===== src/rtl/hazard_scoreboard.sv =====
// Hazard unit for the pipelined RV32 core: tracks in-flight destination registers
// across NUM_STAGES post-decode stages and derives stall, flush, bubble and forward selects.
module hazard_scoreboard #(
  parameter int NUM_STAGES = 3,
  parameter bit FWD_EN     = 1'b0,
  parameter int CNT_W      = 32,
  localparam int SEL_W     = $clog2(NUM_STAGES)
) (
  input  logic             clk,
  input  logic             reset,
  input  logic [4:0]       rs1,
  input  logic [4:0]       rs2,
  input  logic [4:0]       rs3,
  input  logic [2:0]       rs_used,
  input  logic [4:0]       reg_RD,
  input  logic             reg_WE_D,
  input  logic             is_load_D,
  input  logic             redirect_E,
  output logic             stall_F,
  output logic             stall_D,
  output logic             flush_F,
  output logic             flush_D,
  output logic             bubble_E,
  output logic [SEL_W-1:0] fwd_sel1,
  output logic [SEL_W-1:0] fwd_sel2,
  output logic [SEL_W-1:0] fwd_sel3,
  output logic [CNT_W-1:0] stall_count
);

  typedef struct packed {
    logic       valid;
    logic [4:0] rd;
    logic       is_load;
  } entry_t;

  entry_t           sb_q [NUM_STAGES];
  entry_t           sb_d [NUM_STAGES];
  logic [CNT_W-1:0] cnt_q, cnt_d;
  logic [4:0]       rs   [3];
  logic [SEL_W-1:0] sel  [3];
  logic             hazard;

  assign rs[0] = rs1;
  assign rs[1] = rs2;
  assign rs[2] = rs3;

  // The WB entry is excluded from matching: the register file is write-first.
  // Scanning from oldest to youngest lets the youngest match win the select.
  always_comb begin
    // NOTE: every variable gets a default before any conditional write, so no latch is inferred.
    hazard = 1'b0;
    for (int k = 0; k < 3; k++) begin
      sel[k] = '0;
      for (int j = NUM_STAGES - 2; j >= 0; j--) begin
        if (rs_used[k] && sb_q[j].valid && (sb_q[j].rd == rs[k]) && (rs[k] != 5'd0)) begin
          sel[k] = SEL_W'(j + 1);
          if (!FWD_EN || ((j == 0) && sb_q[0].is_load)) begin
            hazard = 1'b1;
          end
        end
      end
    end
  end

  // A redirect squashes the stalled decode instruction, so it wins over the hazard.
  assign stall_F  = hazard & ~redirect_E;
  assign stall_D  = hazard & ~redirect_E;
  assign flush_F  = redirect_E;
  assign flush_D  = redirect_E;
  assign bubble_E = hazard | redirect_E;

  assign fwd_sel1 = FWD_EN ? sel[0] : '0;
  assign fwd_sel2 = FWD_EN ? sel[1] : '0;
  assign fwd_sel3 = FWD_EN ? sel[2] : '0;

  assign stall_count = cnt_q;

  always_comb begin
    if (hazard || redirect_E) begin
      sb_d[0] = '0;
    end else begin
      sb_d[0] = '{valid: reg_WE_D && (reg_RD != 5'd0), rd: reg_RD, is_load: is_load_D};
    end
    for (int j = 1; j < NUM_STAGES; j++) begin
      sb_d[j] = sb_q[j-1];
    end
  end

  always_comb begin
    cnt_d = cnt_q;
    if (stall_D && (cnt_q != '1)) begin
      cnt_d = cnt_q + CNT_W'(1);
    end
  end

  always_ff @(posedge clk) begin
    // NOTE: sequential state uses non-blocking assignments so every flop samples pre-edge values.
    if (reset) begin
      for (int j = 0; j < NUM_STAGES; j++) begin
        sb_q[j] <= '0;
      end
      cnt_q <= '0;
    end else begin
      for (int j = 0; j < NUM_STAGES; j++) begin
        sb_q[j] <= sb_d[j];
      end
      cnt_q <= cnt_d;
    end
  end

endmodule

===== config.mk =====
export PLATFORM = sky130hd
export DESIGN_NAME = hazard_scoreboard
export DESIGN_NICKNAME = d
export VERILOG_FILES = /design/src/rtl/hazard_scoreboard.sv
export SDC_FILE = /design/constraint.sdc
export NUM_CORES = 1
export LEC_CHECK = 0
export BUFFER_PORTS_ARGS = -buffer_cell sky130_fd_sc_hd__buf_2
export CAP_MARGIN = 0
export CORE_ASPECT_RATIO = 0.75
export CORE_UTILIZATION = 47
export CTS_CLUSTER_SIZE = 25
export DETAILED_ROUTE_END_ITERATION = 6
export PLACE_DENSITY_LB_ADDON = 0.1
export SYNTH_ARGS = -nofsm -noshare
export SYNTH_HDL_FRONTEND = slang
export SYNTH_SLANG_ARGS = --single-unit

===== constraint.sdc =====
create_clock -name clk -period 2.24 [get_ports clk]
set_clock_uncertainty 0.05 [all_clocks]
set_input_delay 0.112 -clock clk [delete_from_list [all_inputs] [get_ports clk]]
set_output_delay 0.112 -clock clk [all_outputs]
set_load 0.05 [all_outputs]

Yosys cells after proc, flatten, opt, wreduce, memory -nomap -nowiden. Memory sizes are Yosys's and may differ from the RTL's. Index checks and enable logic that the tools add are counted.

Bitwise gates (word level): 6. Magnitude comparators: 0. Shifts and indexed selects: 0. Add/sub/neg operators: 1. Divide/modulo/power cells: 0. Mux-type cells: 13. $mul: 0. Reductions and logical operators: 25. Equality and inequality tests: 7.

Operator list (count): 32-bit by 1-bit adder with 32-bit output (second input constant) (1); 32-bit != test (second input constant) (1); 5-bit equality test (6); 7-bit 2-to-1 mux (4); 1-bit logical AND (20); 5-bit nonzero test (4); 1-bit 2-to-1 mux (9); 1-bit bitwise OR (4); 1-bit bitwise AND (1); 1-bit logical OR (1); 1-bit inverter (1).

Bits in registers: 32. Bits of input ports: 28. ROM bits: 0. RAM bits: 21. Latch bits: 0. Memories kept: 1.

Memory list: sb_q (depth 3, bits a word 7, rd ports 2, clocked after Yosys merged registers in 0, write ports 3, RTL line 36) `entry_t sb_q [NUM_STAGES];`.

Logic depth before layout (Yosys ltp). An unclocked memory read counts as a cell.

Word-level depth: 13. Depth in mapped cells: 10. Mapped depth without buffers: 7.

Least setup slack after synthesis. No wires, ideal clock.

Path kind: register to register. From: reg cnt_q[4] (netlist: stall_count[4]). To: reg cnt_q[1] (netlist: stall_count[1]). Stages on the path, launching flop included: 10. Path buffers: 3. Setup slack: -268 ps. Arrival time: 2388 ps. Required time: 2120 ps. Cells stage by stage: dfxtp_1 and4_1 and3_1 and4_1 and3_1 clkbuf_2 buf_4 buf_2 o21ai_0 a21oi_1.

Cells in the longest elaborated chain, start to end: 2.

RTL lines: start, declared (RTL line 38) `logic [CNT_W-1:0] cnt_q, cnt_d;`; start signal, assigned (RTL line 107) `cnt_q <= cnt_d;`; 32-bit != test (RTL line 91) `if (stall_D && (cnt_q != '1)) begin`; 1-bit logical AND (RTL line 91).

No other way between the ends. A chain may end at the register's enable or synchronous reset.

==> results.txt <==
----------------------------------------------------
[Pwr]
  Power Density ... 442.4 mW/mm2
  Leakage power total ... 1.478 nW
  Total Power ... between 1.5 and 2 mW
  Peak supply drop ... 0.3063 mV

[Worst setup path]
  Crit path max fanout ... 7
  CP arrival ... 2.29 ns
  Type of element capturing the critical path ... output port
  Worst reg2reg path startpoint ... sb_q[0][1]
  Flop-to-flop setup slack ... -0.21 ns
  Kind of critical path ... register to output port
  Crit path max-delay cell type ... sky130_fd_sc_hd__dfxtp_4
  Ordered cell list for the critical path ... xor2_1, nor4_1, and3_1, o221ai_2, a31o_4, buf_12, buf_6, clkinvlp_4, buf_8
  Count of cells along the worst register-to-register path ... 9
  Crit Reg-Reg Endpoint ... stall_count[22]
  Startpoint Class ... register
  Delay-heaviest family, CP ... buffers and inverters
  Launching element of the worst setup path ... sb_q[0][1]
  Buffers plus inverters on the worst setup path ... 4
  Longest individual stage delay on the worst path ... 0.37 ns
  WP data required ... 2.08 ns

[Routing]
  Count of vias placed by the detailed router ... between 2000 and 3000
  Initial drt markers ... 122
  Number of DRC violations after detailed routing ... 0
  Mean number of vias per cell ... 5.804
  Number of antenna-violating nets in the routed design ... 0
  Detailed-routing iteration count for the pre-antenna-repair pass ... 4
  Total wire length after detailed routing ... 7.570 mm
  DR WL/cell ... 16.82 um

[CTS]
  Num Clock Sinks ... 44
  Maximum clock insertion buffer count ... 2
  Clock-pin slew of the registers on the worst-case setup and hold paths ... 0.08 ns
  Clock tree from TritonCTS ... yes
  Source-to-sink clock delay at the later pin of the worst-skew pair ... roughly 0.31 ns
  Number of H-tree branching levels ... 2
  Clock buffer count from CTS ... 5
  Clock root buffer ... sky130_fd_sc_hd__clkbuf_8

[Finish]
  Count of inserted antenna diode cells ... 0
  Final Cell Area ... 0.003656 mm2
  Fraction of final layout cells with drive strength greater than 1 ... 47.88%
  Layout overhead on the synthesized area ... 41.30%
  Fin nets ... 406
  Filler Cells Inserted ... 401
  Seq. cell area ... 939.7 um2
  Final core utilization ... 71.79%
  Footprint of the multi-input gates ... roughly 0.0018 mm2
  Post-layout instance count excluding filler cells ... 450

[Yosys]
  Register bit total from synthesis ... 44
  Top post-synthesis cells by area ... sky130_fd_sc_hd__dfxtp_1 34%, sky130_fd_sc_hd__xor2_1 8.1%, sky130_fd_sc_hd__or4_1 6.1%
  Distinct cells, synth ... 37
  Ys async rst share ... 0%
  Synthesized area ... about 0.0026 mm2
  Count of yosys warnings during synthesis ... 0
  Post-synthesis sequential area ratio ... 34.04%
  Yosys top cell by area ... sky130_fd_sc_hd__dfxtp_1
  Prevailing post-synth register cell ... sky130_fd_sc_hd__dfxtp_1
  Number of enable-type register cells in the synthesized netlist ... 0
  Most used standard cell by instance count after synthesis ... sky130_fd_sc_hd__dfxtp_1
  Share of the synthesized area in the top cell type ... 34.04%
  Top cells by count, synth ... 44 x sky130_fd_sc_hd__dfxtp_1, 24 x sky130_fd_sc_hd__xor2_1, 22 x sky130_fd_sc_hd__a21oi_1
  Post-synthesis area per instance ... 8.712 um2
  Post-Synthesis Cells ... between 200 and 300

[Place]
  Detailed Place HPWL ... 4.657 mm
  Total cell area at the placement stage ... 0.003054 mm2
  Buffers added on ports ... 63
  Worst slack after detailed placement ... -0.1346 ns
  Cell Count Post-Placement ... 427
  Global placement routability congestion ... 0.8885

[Floorplan]
  Initial standard-cell utilization of the core ... 50.81%
  Die outline area ... 0.005809 mm2
  Number of top-level pins ... 71
  Horizontal extent of the die ... 87.68 um
  Total core area ... between 0.005 and 0.006 mm2
  Number of rows created at floorplan ... 22
  Die boundary height ... roughly 66 um

[Worst hold path]
  Worst hold start ... reset
  End point of the worst hold path ... sb_q[0][11]
  Count of cells along the worst hold path ... 2
  Hold crit path type ... input pin to register

[GRT]
  Pin count of the biggest net entering global routing ... 32
  Via count of the first global-routing pass ... 2395
  Wire length of the first global-routing pass ... between 10 and 15 mm
  Total congestion overflow ... 0
  Number of antenna violations at the first check in global routing ... 0
  Gr usage total ... 27.11%

[Timing]
  Max Clock Freq ... ~400 MHz
  Final slew viol count ... 0
  Setup-failing EPs final ... 33
  Number of failing hold endpoints at the final stage ... 0
  Final Cycle Share ... 109.3%
  Setup slack of the critical path after layout ... -0.2083 ns
  Tightest slew margin relative to the limit ... 61.83%
  Transition at the pin with the smallest max-transition slack ... ~0.57 ns
  Time the final worst path needs with I/O delays and setup ... 2.448 ns
  Summed negative setup slack over all endpoints ... -4.939 ns
  Hold_ws ... 0.2399 ns
  Setup repair after global routing missed its margin ... true

[Outcome]
  Violated checks ... setup timing
  Status ... complete, but fails checks

[Job]
  Max-cap violations ... 0

----------------------------------------------------
==> state kept, by name, summed over array words and instances (netlist names) <==
register,cells
stall_count,32
sb_q,12
==> layout make-up <==
| cell class | instances | area share, % |
|---|---|---|
| tap | 72 | 2.464 |
| inverter | 2 | 0.3080 |
| clock buffer | 6 | 2.259 |
| sequential | 44 | 25.70 |
| clock inverter | 2 | 1.061 |
| timing repair buffer | 96 | 19.64 |
| multi-input combinational | 228 | 48.56 |
==> cell families (layout without fill, tap and decap cells) <==
| logic type | after synthesis | count (layout) | share of synthesized area, % |
|---|---|---|---|
| AO/OA/AOI/OAI | 51 | 51 | 12.96 |
| other | 1 | 6 | 0.1449 |
| multiplexers | 9 | 9 | 3.917 |
| adder cells (fa/ha/maj) | 1 | 1 | 0.4835 |
| XOR/XNOR | 30 | 30 | 10.15 |
| flip-flops | 44 | 44 | 34.04 |
| buffers and inverters | 30 | 106 | 7.060 |
| AND/OR/NAND/NOR | 131 | 131 | 31.24 |
==> layout by cell type, fill, tap and decap left out, types with 3 or more instances in the layout <==
master	Yosys	final
sky130_fd_sc_hd__dfxtp_4	0	7
sky130_fd_sc_hd__or3_1	4	4
sky130_fd_sc_hd__clkbuf_8	0	6
sky130_fd_sc_hd__dfxtp_1	44	11
sky130_fd_sc_hd__nand2_1	7	7
sky130_fd_sc_hd__o31ai_2	0	8
sky130_fd_sc_hd__o31ai_4	0	5
sky130_fd_sc_hd__dfxtp_2	0	26
sky130_fd_sc_hd__and4_1	6	5
sky130_fd_sc_hd__or4_4	0	4
sky130_fd_sc_hd__nor2b_1	15	15
sky130_fd_sc_hd__mux2_2	6	5
sky130_fd_sc_hd__nand3_1	15	15
sky130_fd_sc_hd__xor2_1	24	24
sky130_fd_sc_hd__or4_1	21	17
sky130_fd_sc_hd__a21oi_2	0	11
sky130_fd_sc_hd__and3_1	14	14
sky130_fd_sc_hd__nor4_2	3	3
sky130_fd_sc_hd__buf_4	11	20
sky130_fd_sc_hd__o21ai_0	4	4
sky130_fd_sc_hd__buf_16	0	3
sky130_fd_sc_hd__conb_1	1	6
sky130_fd_sc_hd__buf_2	4	60
sky130_fd_sc_hd__and2_1	10	10
sky130_fd_sc_hd__a21oi_1	22	11
sky130_fd_sc_hd__nor2_1	15	11
sky130_fd_sc_hd__mux2_1	3	3
sky130_fd_sc_hd__nand4_1	10	10
sky130_fd_sc_hd__xnor2_1	6	6
sky130_fd_sc_hd__dlygate4sd3_1	0	6
sky130_fd_sc_hd__o31ai_1	18	5
sky130_fd_sc_hd__nor4_1	7	6
sky130_fd_sc_hd__nor2_2	0	3
==> how the worst max path moves through the flow <==
stage          slack, ns  cells past startpoint               to
6_report           -0.21                      9          stall_D
5_1_grt            -0.30                      9   stall_count[9]
4_1_cts            -0.17                      9          stall_D
3_5_place_dp       -0.13                      8  stall_count[10]
3_3_place_gp       -0.07                      8  stall_count[11]
2_1_floorplan     -0.003                      9  stall_count[16]
==> power by group <==
part	switching (mW)	total, mW	internal, mW
registers	0.0106	0.792	0.782
logic	0.0973	0.164	0.0664
clock network	0.296	0.661	0.365
total	0.404	1.62	1.21
==> layer usage <==
metal	part of all wire [%]	vias up	track usage (%)
li1	-	1252	-
met1	47	1266	38.16
met2	46	88	42.48
met3	5.7	6	4.494
met4	0.78	0	7.787
met5	0	-	0
==> timing repair <==
| item | 4_1_cts | 5_1_grt |
|---|---|---|
| setup endpoints to repair | 27 | 34 |
| hold buffers | 6 | 0 |
| endpoints found under the hold margin | 6 | 0 |
| gates resized for setup | 42 | 22 |
| gates cloned | 4 | 0 |
| pin swaps | 30 | 5 |
| buffers inserted | 3 | 2 |
Power figures use the tool's default switching activity.
